[config.mk]
export PLATFORM = sky130hd
export DESIGN_NAME = alu_seq32
export DESIGN_NICKNAME = d
export VERILOG_FILES = /design/src/rtl/alu_seq32_pkg.sv /design/src/rtl/alu_seq32_alu8.sv /design/src/rtl/alu_seq32.sv
export SDC_FILE = /design/constraint.sdc
export NUM_CORES = 1
export LEC_CHECK = 0
export CORE_MARGIN = 3
export CORE_UTILIZATION = 35
export CTS_CLUSTER_DIAMETER = 60
export DETAILED_ROUTE_END_ITERATION = 12
export HOLD_SLACK_MARGIN = 0.02
export SLEW_MARGIN = 30
export SYNTH_ARGS = -nofsm -noshare
export SYNTH_HDL_FRONTEND = slang
export SYNTH_SLANG_ARGS = --single-unit
[constraint.sdc]
create_clock -name clk_i -period 12.9 [get_ports clk_i]
set_clock_uncertainty 0.05 [all_clocks]
set_input_delay 3.87 -clock clk_i [delete_from_list [all_inputs] [get_ports clk_i]]
set_output_delay 3.87 -clock clk_i [all_outputs]
set_load 0.05 [all_outputs]
[src/rtl/alu_seq32_pkg.sv]
// Shared definitions for the byte-serial ALU controller: control codes, alu8 operation
// encodings, controller states and the control-code decoder.
package alu_seq32_pkg;

    localparam logic [3:0] CtrlAnd = 4'b0000;
    localparam logic [3:0] CtrlOr  = 4'b0001;
    localparam logic [3:0] CtrlAdd = 4'b0010;
    localparam logic [3:0] CtrlSub = 4'b0110;
    localparam logic [3:0] CtrlSlt = 4'b0111;
    localparam logic [3:0] CtrlNor = 4'b1100;

    localparam logic [1:0] OpAnd  = 2'b00;
    localparam logic [1:0] OpOr   = 2'b01;
    localparam logic [1:0] OpSum  = 2'b10;
    localparam logic [1:0] OpLess = 2'b11;

    typedef enum logic [1:0] {StIdle, StByte, StSltFix, StDone} state_e;

    typedef struct packed {
        logic       a_invert;
        logic       b_invert;
        logic [1:0] operation;
    } alu8_drive_t;

    function automatic logic is_legal(input logic [3:0] ctrl);
        case (ctrl)
            CtrlAnd, CtrlOr, CtrlAdd, CtrlSub, CtrlSlt, CtrlNor: is_legal = 1'b1;
            default:                                             is_legal = 1'b0;
        endcase
    endfunction

    function automatic alu8_drive_t decode_ctrl(input logic [3:0] ctrl);
        case (ctrl)
            CtrlOr:           decode_ctrl = '{a_invert: 1'b0, b_invert: 1'b0, operation: OpOr};
            CtrlAdd:          decode_ctrl = '{a_invert: 1'b0, b_invert: 1'b0, operation: OpSum};
            CtrlSub, CtrlSlt: decode_ctrl = '{a_invert: 1'b0, b_invert: 1'b1, operation: OpSum};
            // NOR via De Morgan: ~a & ~b
            CtrlNor:          decode_ctrl = '{a_invert: 1'b1, b_invert: 1'b1, operation: OpAnd};
            default:          decode_ctrl = '{a_invert: 1'b0, b_invert: 1'b0, operation: OpAnd};
        endcase
    endfunction

endpackage

[src/rtl/alu_seq32_alu8.sv]
// Shared 8-bit ALU slice: eight ripple-carry alu_top bit cells with invert controls, a less
// input on bit 0, and MSB overflow/set outputs.
module alu_seq32_alu8
    import alu_seq32_pkg::*;
(
    input  logic [7:0] src1,
    input  logic [7:0] src2,
    input  logic       a_invert,
    input  logic       b_invert,
    input  logic       cin,
    input  logic       less,
    input  logic [1:0] operation,
    output logic [7:0] result,
    output logic       cout,
    output logic       overflow,
    output logic       set
);

    logic [8:0] carry;
    logic [7:0] a;
    logic [7:0] b;
    logic [7:0] sum;

    assign carry[0] = cin;

    for (genvar i = 0; i < 8; i++) begin : g_slice
        assign a[i]       = a_invert ? ~src1[i] : src1[i];
        assign b[i]       = b_invert ? ~src2[i] : src2[i];
        assign sum[i]     = a[i] ^ b[i] ^ carry[i];
        assign carry[i+1] = (a[i] & b[i]) | (a[i] & carry[i]) | (b[i] & carry[i]);
    end

    always_comb begin
        result = '0;
        case (operation)
            OpAnd:   result = a & b;
            OpOr:    result = a | b;
            OpSum:   result = sum;
            OpLess:  result = {7'b0, less};
            default: result = '0;
        endcase
    end

    assign cout     = carry[8];
    assign overflow = carry[7] ^ carry[8];
    // Signed less-than of the pass: sign corrected by overflow
    assign set      = sum[7] ^ overflow;

endmodule

[src/rtl/alu_seq32.sv]
// Byte-serial W-bit ALU controller: sequences one alu8 over N_BYTES passes, chains carry,
// derives flags, and runs an extra pass to materialise set-less-than.
module alu_seq32
    import alu_seq32_pkg::*;
#(
    parameter int unsigned N_BYTES = 4,
    localparam int unsigned W = 8 * N_BYTES
) (
    input  logic         clk_i,
    input  logic         rst_i,
    input  logic         req_valid_i,
    output logic         req_ready_o,
    input  logic [3:0]   ctrl_i,
    input  logic [W-1:0] src1_i,
    input  logic [W-1:0] src2_i,
    output logic         rsp_valid_o,
    input  logic         rsp_ready_i,
    output logic [W-1:0] result_o,
    output logic         zero_o,
    output logic         cout_o,
    output logic         overflow_o,
    output logic         illegal_o
);

    localparam int unsigned IdxW = (N_BYTES > 1) ? $clog2(N_BYTES) : 1;

    state_e          state_q, state_d;
    logic [IdxW-1:0] idx_q, idx_d;
    logic [W-1:0]    src1_q, src1_d;
    logic [W-1:0]    src2_q, src2_d;
    logic [3:0]      ctrl_q, ctrl_d;
    logic [W-1:0]    result_q, result_d;
    logic            carry_q, carry_d;
    logic            cout_q, cout_d;
    logic            ovf_q, ovf_d;
    logic            less_q, less_d;
    logic            illegal_q, illegal_d;

    alu8_drive_t drive;
    logic [7:0]  alu_a;
    logic [7:0]  alu_b;
    logic        alu_cin;
    logic        alu_less;
    logic [7:0]  alu_result;
    logic        alu_cout;
    logic        alu_ovf;
    logic        alu_set;
    logic        last_byte;
    logic        is_add_sub;
    logic        is_arith;

    assign last_byte  = (idx_q == IdxW'(N_BYTES - 1));
    assign is_add_sub = (ctrl_q == CtrlAdd) || (ctrl_q == CtrlSub);
    assign is_arith   = is_add_sub || (ctrl_q == CtrlSlt);

    always_comb begin
        state_d   = state_q;
        idx_d     = idx_q;
        src1_d    = src1_q;
        src2_d    = src2_q;
        ctrl_d    = ctrl_q;
        result_d  = result_q;
        carry_d   = carry_q;
        cout_d    = cout_q;
        ovf_d     = ovf_q;
        less_d    = less_q;
        illegal_d = illegal_q;

        drive    = decode_ctrl(ctrl_q);
        alu_a    = src1_q[8*idx_q +: 8];
        alu_b    = src2_q[8*idx_q +: 8];
        alu_cin  = (idx_q == '0) ? drive.b_invert : carry_q;
        alu_less = 1'b0;

        case (state_q)
            StIdle: begin
                if (req_valid_i) begin
                    src1_d    = src1_i;
                    src2_d    = src2_i;
                    ctrl_d    = ctrl_i;
                    idx_d     = '0;
                    result_d  = '0;
                    carry_d   = 1'b0;
                    cout_d    = 1'b0;
                    ovf_d     = 1'b0;
                    less_d    = 1'b0;
                    illegal_d = ~is_legal(ctrl_i);
                    state_d   = is_legal(ctrl_i) ? StByte : StDone;
                end
            end
            StByte: begin
                result_d[8*idx_q +: 8] = alu_result;
                carry_d = alu_cout;
                idx_d   = idx_q + 1'b1;
                if (last_byte) begin
                    cout_d  = is_arith & alu_cout;
                    ovf_d   = is_add_sub & alu_ovf;
                    less_d  = alu_set;
                    state_d = (ctrl_q == CtrlSlt) ? StSltFix : StDone;
                end
            end
            StSltFix: begin
                // Route the latched less bit through the alu8 less path into bit 0
                drive    = '{a_invert: 1'b0, b_invert: 1'b0, operation: OpLess};
                alu_a    = '0;
                alu_b    = '0;
                alu_cin  = 1'b0;
                alu_less = less_q;
                result_d = {{(W-1){1'b0}}, alu_result[0]};
                state_d  = StDone;
            end
            StDone: begin
                if (rsp_ready_i) begin
                    state_d = StIdle;
                end
            end
            default: state_d = StIdle;
        endcase
    end

    always_ff @(posedge clk_i) begin
        if (rst_i) begin
            state_q   <= StIdle;
            idx_q     <= '0;
            src1_q    <= '0;
            src2_q    <= '0;
            ctrl_q    <= '0;
            result_q  <= '0;
            carry_q   <= 1'b0;
            cout_q    <= 1'b0;
            ovf_q     <= 1'b0;
            less_q    <= 1'b0;
            illegal_q <= 1'b0;
        end else begin
            state_q   <= state_d;
            idx_q     <= idx_d;
            src1_q    <= src1_d;
            src2_q    <= src2_d;
            ctrl_q    <= ctrl_d;
            result_q  <= result_d;
            carry_q   <= carry_d;
            cout_q    <= cout_d;
            ovf_q     <= ovf_d;
            less_q    <= less_d;
            illegal_q <= illegal_d;
        end
    end

    alu_seq32_alu8 u_alu8 (
        .src1      (alu_a),
        .src2      (alu_b),
        .a_invert  (drive.a_invert),
        .b_invert  (drive.b_invert),
        .cin       (alu_cin),
        .less      (alu_less),
        .operation (drive.operation),
        .result    (alu_result),
        .cout      (alu_cout),
        .overflow  (alu_ovf),
        .set       (alu_set)
    );

    assign req_ready_o = (state_q == StIdle);
    assign rsp_valid_o = (state_q == StDone);
    assign result_o    = result_q;
    // Zero is only meaningful once the full result is present
    assign zero_o      = rsp_valid_o & (result_q == '0);
    assign cout_o      = cout_q;
    assign overflow_o  = ovf_q;
    assign illegal_o   = illegal_q;

endmodule

==> impl_metrics.json <==
{
  "postSynthAreaPerCell_sq_um": 8.63,
  "dp_hpwl_mm": 11.0,
  "dr.pass1.iters": 5,
  "ys_seq_elements": 109,
  "io_pins": 110,
  "grtUsageMet2": 0.299,
  "reg2reg_slack_ps": 6970,
  "antenna_found_initial": 0,
  "leakage_nw": 2.48,
  "synth-edff-count": 0,
  "tns_ps": 0,
  "status": "finished clean",
  "synth_top_area_frac": 0.400,
  "synth_common_cells": "145 x nand2_1, 109 x dfxtp_1, 80 x a21oi_1",
  "busiest_layer": "met2",
  "crit_type": "reg2out",
  "insertedDiodeCount": 0,
  "cts_resized": 0,
  "critPathMaxStageDelay_ps": 830,
  "regToRegEndpoint": "result_o[31]$_SDFFE_PP0P_",
  "cp_max_fo": 6,
  "clkSlewWorstSetupHoldPaths_ps": 70,
  "met1_usage": 0.227,
  "insertion_delay_ps": 350,
  "rsz0062_at_grt": "false",
  "cp_cell_sequence": "ha_1 > inv_1 > nor4_1 > nand4_1 > nor3_1 > clkdlybuf4s50_1",
  "ys_warn_count": 0,
  "cts_max_level": 3,
  "relSlewSlack": 0.482,
  "powerDensity_nw_per_um2": 159,
  "fp.dieArea_sq_um": 17100,
  "root_buffer": "clkbuf_16",
  "setup_viol": 0,
  "finalHoldViolations": 0,
  "power_mw": 1.11,
  "dr.first_iter.drc_count": 261,
  "syn-num-nets": 740,
  "wl_mm": 14.6,
  "wire_per_inst_um": 16.0,
  "async_flop_share": 0,
  "post_cts_buffers": 0,
  "yosysTopAreaCell": "dfxtp_1",
  "irDropWorstVdd_mv": 0.0845,
  "grt_max_degree": 99,
  "maxCapViolations": 0,
  "clockBufferDepth": 2,
  "tightestPinTransition_ps": 778,
  "yosysMostFrequentCell": "nand2_1",
  "synth_cell_types": 43,
  "fill_cells": 1458,
  "reg2reg_from": "idx_q[1]$_SDFFE_PP0P_",
  "cts.sinks": 109,
  "ctsHoldBuffers": 0,
  "place_ws_ps": 6790,
  "viasPerCell": 5.14,
  "holdPathEnd": "src2_q[17]$_SDFFE_PP0P_",
  "critPathLaunchType": "flop",
  "initial_utilization": 0.367,
  "die_x_um": 131,
  "area_delta_synth_final_pct": 27.9,
  "maxSlewViolCount": 0,
  "synth_area_sq_um": 5450,
  "synthesis.instances": 632,
  "grt_use_met3": 0.0289,
  "final_nets": 831,
  "hp-start": "src2_q[17]$_SDFFE_PP0P_",
  "core_area_sq_um": 14900,
  "crit_arrival_ps": 2590,
  "vias": 4690,
  "hold_class": "reg2reg",
  "tritoncts": "done",
  "cp-end-kind": "output port",
  "seq_area_frac_synth": 0.400,
  "die_y_um": 131,
  "r2r_cells": 18,
  "numCtsBuffers": 9,
  "min_path_cells": 2,
  "worstPathRequired_ps": 8980,
  "timing.final.crit_share": 0.505,
  "routabilityCongestion": 0.836,
  "synth_ff_type": "dfxtp_1",
  "port_buffers": 109,
  "grtUsageTotal": 0.176,
  "synth.area.top_cells": "dfxtp_1 40%, nand2_1 10%, a21oi_1 7.3%, mux4_2 6.6%, ha_1 6.2%",
  "slowest_stage": "clkdlybuf4s50_1",
  "grt_pass1_wl_mm": 23.9,
  "final.min_clock_period_ps": 6510,
  "ant_nets": 0,
  "fin_ws_ps": 6390,
  "drive_above_1_share": 0.0618,
  "drc": 0,
  "grt_pass1_vias": 4803,
  "fmax_ghz": 0.154,
  "rows": 44,
  "grt_overflow": 0
}
## layer usage
metal / wire length, um / vias to the layer above
li1: - / 2344
met1: 6650 / 2217
met2: 7070 / 110
met3: 618 / 19
met4: 276 / 0
met5: 0 / -
## how the worst max path moves through the flow
| stage | start | endpoint | cells past startpoint |
|---|---|---|---|
| detailed placement | state_q[1]$_SDFFE_PP0P_ | zero_o | 6 |
| floorplan | state_q[0]$_SDFFE_PP0P_ | zero_o | 5 |
| global placement | state_q[0]$_SDFFE_PP0P_ | zero_o | 6 |
| CTS | state_q[1]$_SDFFE_PP0P_ | zero_o | 6 |
| global route | state_q[0]$_SDFFE_PP0P_ | zero_o | 6 |
| finish | state_q[1]$_SDFFE_PP0P_ | zero_o | 6 |
## report_power, final
part	switching (mW)	internal (mW)
clock network	0.122	0.156
registers	0.0278	0.379
logic	0.268	0.155
## cells in the final DEF, fill, tap and decap left out, drive strengths merged, types with 7 or more instances in the layout
| cell | Yosys | final |
|---|---|---|
| ha | 27 | 27 |
| nand2 | 146 | 146 |
| a32oi | 13 | 13 |
| xnor2 | 17 | 17 |
| mux4 | 16 | 16 |
| a21oi | 80 | 80 |
| dfxtp | 109 | 109 |
| inv | 28 | 28 |
| o2bb2ai | 17 | 17 |
| clkdlybuf4s50 | 0 | 108 |
| nor2 | 43 | 43 |
| nor4 | 8 | 8 |
| nor3 | 7 | 7 |
| nor2b | 8 | 8 |
| and2 | 11 | 11 |
| clkbuf | 22 | 11 |
| fa | 9 | 9 |
| o21ai | 19 | 19 |
## metrics by stage
| stage | cells | hold slack (ps) | cell area [sq um] | utilization |
|---|---|---|---|---|
| after floorplan | 632 | 383 | 5450 | - |
| after global placement | 896 | 390 | 6670 | 0.449 |
| after detailed placement | 896 | 397 | 6670 | 0.449 |
| after CTS | 912 | 407 | 6970 | 0.469 |
| after global routing | 912 | 430 | 6980 | 0.469 |
| final | 912 | 403 | 6980 | 0.469 |
## cell type report
type	instances	area, sq um	area share
multi-input combinational	461	3030	0.434
timing repair buffer	114	1130	0.162
clock buffer	11	243	0.0348
clock inverter	5	60.1	0.00861
tap	184	230	0.0330
sequential	109	2180	0.313
inverter	28	105	0.0151
## worst max-delay path, delay by kind of cell (launching register included)
family	cells	cell delay (ps)
flops	1	440
buf+inv	2	890
fa+ha+maj	1	210
simple gates	3	710
## cells by family after synthesis
family,count (synthesis),share of synthesized area
simple gates,246,0.198
compound gates,141,0.160
fa+ha+maj,36,0.0950
mux,20,0.0734
flops,109,0.400
buf+inv,62,0.0454
xor+xnor,18,0.0289
## state kept, by name, summed over array words and instances, names as in the netlist
signal / flops
ctrl_q: 4
overflow_o: 1
idx_q: 2
cout_o: 1
less_q: 1
result_o: 32
state_q: 2
src2_q: 32
illegal_o: 1
carry_q: 1
src1_q: 32
Power figures use the tool's default switching activity.
